$ cat src/rtl/niosii_system_sysid_checker_timeout.sv
// ---------------------------------------------------------------------------
// Module : niosii_system_sysid_checker_timeout
// Brief  : Loadable down counter; flags the cycle in which the last allowed
//          stall cycle is consumed.
// Rev    : 1.0
// ---------------------------------------------------------------------------
`default_nettype none

module niosii_system_sysid_checker_timeout #(
    parameter int WIDTH = 8
) (
    input  logic             clk,
    input  logic             rst_n,
    input  logic             i_load,
    input  logic [WIDTH-1:0] i_load_val,
    input  logic             i_dec,
    output logic             o_expire
);

    logic [WIDTH-1:0] r_cnt;

    always_ff @(posedge clk or negedge rst_n) begin
        if (!rst_n) begin
            r_cnt <= '0;
        end else if (i_load) begin
            r_cnt <= i_load_val;
        end else if (i_dec && (r_cnt != '0)) begin
            r_cnt <= r_cnt - WIDTH'(1);
        end
    end

    assign o_expire = i_dec && !i_load && (r_cnt <= WIDTH'(1));

endmodule

`default_nettype wire

$ cat config.mk
export PLATFORM = sky130hd
export DESIGN_NAME = niosii_system_sysid_checker_timeout
export DESIGN_NICKNAME = d
export VERILOG_FILES = /design/src/rtl/niosii_system_sysid_checker_timeout.sv
export SDC_FILE = /design/constraint.sdc
export NUM_CORES = 1
export LEC_CHECK = 0
export BUFFER_PORTS_ARGS = -buffer_cell sky130_fd_sc_hd__clkbuf_2
export CORE_AREA = 2 2 39 41
export CTS_BUF_LIST = sky130_fd_sc_hd__clkbuf_2
export CTS_CLUSTER_SIZE = 14
export DETAILED_ROUTE_END_ITERATION = 7
export DIE_AREA = 0 0 41 43
export PLACE_DENSITY = 0.7
export SKIP_CTS_REPAIR_TIMING = 1
export SYNTH_ARGS = -nofsm -noshare
export SYNTH_HDL_FRONTEND = slang
export SYNTH_SLANG_ARGS = --single-unit
$ cat constraint.sdc
create_clock -name clk -period 2.09 [get_ports clk]
set_input_delay 0.209 -clock clk [delete_from_list [all_inputs] [get_ports clk]]
set_output_delay 0.209 -clock clk [all_outputs]
set_load 0.02 [all_outputs]
==> impl_metrics.csv <==
group,metric,value,unit
cells_and_area,diodes,0,
cts,path_clk_slew,90,ps
routing,drc_errors,0,
placed_design,port_buffers,12,
placed_design,placedCellCount,93,
timing,period_minus_slack,1930,ps
worst_setup_path,crit_arrival,1720,ps
timing,slew_headroom,54.0,%
synthesis,synth_area_leaders,"dfrtp_1 33%, ha_1 6.2%, nand2_1 4.3%, a211o_1 4.3%, a2111o_1 3.7%",
synthesis,ys_seq_elements,8,
cells_and_area,drive_gt1_share,28.4,%
synthesis,synth_edf_count,0,
routing,antenna_left,0,
routing,drt_iter0_drc,6,
global_routing,antenna_found_initial,0,
worst_setup_path,crit_path_max_fanout,6,
power,total_power,0.410,mW
timing,finalHoldViolations,0,
routing,first_pass_iters,3,
worst_setup_path,critPathMaxStageDelay,580,ps
placed_design,place_area,687,µm²
routing,drt_wl_total,1350,µm
synthesis,synth_top_area_cell,"dfrtp_1",
worst_setup_path,path_cells,"or4_4, nor4_1, clkbuf_2",
cts,htreeDepth,1,
worst_setup_path,crit_type,"reg -> out",
timing,setup_viol,0,
timing,fmax,0.519,GHz
cells_and_area,regMostFlops,"r_cnt",
power,p_int,0.265,mW
placed_design,gp_congestion,0.806,
synthesis,yosys_warnings,0,
synthesis,yosysSeqAreaShare,32.9,%
routing,vias,568,
synthesis,synthCells,66,
timing,tns,0,ps
routing,vias_per_cell,5.86,
cells_and_area,top_regs,"r_cnt x8",
worst_setup_path,worst_r2r_endpoint,"r_cnt[0]",
power,power_frac_seq,48.2,%
global_routing,grt_pass1_wl,2250,µm
cells_and_area,largest_reg_flops,8,
worst_setup_path,critPathLaunch,"r_cnt[5]",
global_routing,grt_util_all_layers,18.5,%
status,status,"completed",
synthesis,synth_common_cells,"8 x dfrtp_1, 7 x nand2_1, 4 x inv_1, 4 x nor2_1",
power,combPwrFrac,27.8,%
cts,cts-buffers-inserted,3,
worst_hold_path,holdCritPathClass,"in -> reg",
synthesis,synthArstFlopShare,100,%
timing,holdWs,176,ps
synthesis,synth.distinct_cells,31,
floorplan,core,1380,µm²
cts,cts_tree,"built",
worst_hold_path,worstHoldEndpoint,"r_cnt[7]",
worst_hold_path,min-delay-start,"i_load_val[7]",
floorplan,start_util,43.9,%
run,drv_cap,0,
cts,cts_buffer_depth,2,
floorplan,rows,14,
floorplan,die_h,43,µm
power,p_leak,0.309,nW
cells_and_area,nets,98,
timing,finalCritPeriodShare,92.2,%
floorplan,die_w,41,µm
worst_setup_path,crit_required,1880,ps
worst_setup_path,reg2regPathDepth,5,
cells_and_area,area_growth_syn_to_layout,17.1,%
synthesis,synthesis.area,608,µm²
cts,clock_latency,250,ps
synthesis,netlist.area_leader.share,32.9,%
worst_setup_path,r2r-start,"r_cnt[0]",
power,p_sw_share,35.3,%
floorplan,dieArea,1760,µm²
global_routing,grt_overflow,0,
global_routing,grt_pass1_vias,517,
power,pwr-share-clk,24.0,%
worst_setup_path,cp-start-kind,"flip-flop",
floorplan,pin_count,13,
timing,slew_viol_final,0,
synthesis,syn_nets,81,
power,p_switching,0.145,mW
synthesis,avgSynthCellArea,9.21,µm²
timing,fin_skew,10.2,ps
timing,tightest_slew,684,ps
worst_setup_path,cpMaxStageDelayCell,"or4_4",
global_routing,grt_start_max_net_pins,16,
power,ir_drop,0.000372,V
power,power.density,575,nW/µm²
synthesis,synth_most_common_cell,"dfrtp_1",
cts,clock-root-buffer,"clkbuf_2",
worst_setup_path,r2r_slack,340,ps
worst_hold_path,hold_path_depth,2,
timing,rsz0062_at_grt,"false",
cells_and_area,fin_area,712,µm²
cells_and_area,instances_no_fill,97,
worst_setup_path,end_kind,"primary output",
routing,post_drt_wl_per_cell,13.9,µm
cts,cts.sinks,8,
placed_design,dp_hpwl,1010,µm
synthesis,synth_ff_type,"dfrtp_1",
## logic make-up after synthesis
logic type | synth area share, %
muxes | 3.29
and+or+nand+nor | 29.2
adders and majority gates | 6.17
DFF | 32.9
AOI/OAI and AO/OA | 24.5
buffers and inverters | 3.91
## metrics by stage
step	setup WS, ps	utilization [%]
floorplan	232	-
global placement	403	49.6
CTS	143	50.7
detailed placement	359	49.6
global route	82.4	51.4
finish	163	51.4
## worst max-delay path: cells and delay by family, from the launching register on
| kind | cells | cell delay (ps) |
|---|---|---|
| buf+inv | 1 | 210 |
| flops | 1 | 440 |
| simple gates | 2 | 810 |
## worst max path at each step
stage,endpoint,slack [ps],depth (start not counted)
2_1_floorplan,o_expire,230,2
3_3_place_gp,r_cnt[0],400,5
3_5_place_dp,r_cnt[0],360,5
4_1_cts,o_expire,140,3
5_1_grt,o_expire,80,3
6_report,o_expire,160,3
## power groups by stage
stage                     sequential (mW)  combinational (mW)  clock, mW
after floorplan                     0.193              0.0791          0
after global placement              0.199               0.110          0
after detailed placement            0.200               0.113          0
after CTS                           0.197               0.113     0.0979
after global routing                0.202               0.128      0.109
final                               0.197               0.114     0.0982
## cells in the final DEF, fill, tap and decap left out, drive strengths merged, types with 3 or more instances in the layout
| cell | instances |
|---|---|
| nor2 | 4 |
| a21oi | 3 |
| or2 | 3 |
| dfrtp | 8 |
| ha | 3 |
| nand2 | 7 |
| or3 | 3 |
| a211o | 3 |
| inv | 4 |
| nor4 | 3 |
| clkbuf | 15 |
## layer usage
metal | share of wire (%) | global-route usage (%) | wire (µm)
met1 | 50 | 25.7 | 679
met2 | 45 | 25.6 | 606
met3 | 3.3 | 5.76 | 44
met4 | 1.3 | 8.00 | 17
met5 | 0 | 0 | 0
## layout make-up
cell class	count	area [µm²]
fill	131	672
multi-input combinational	52	384
sequential	8	200
timing repair buffer	14	77.6
tap	16	20.0
clock buffer	3	15.0
inverter	4	15.0
Power figures use the tool's default switching activity.
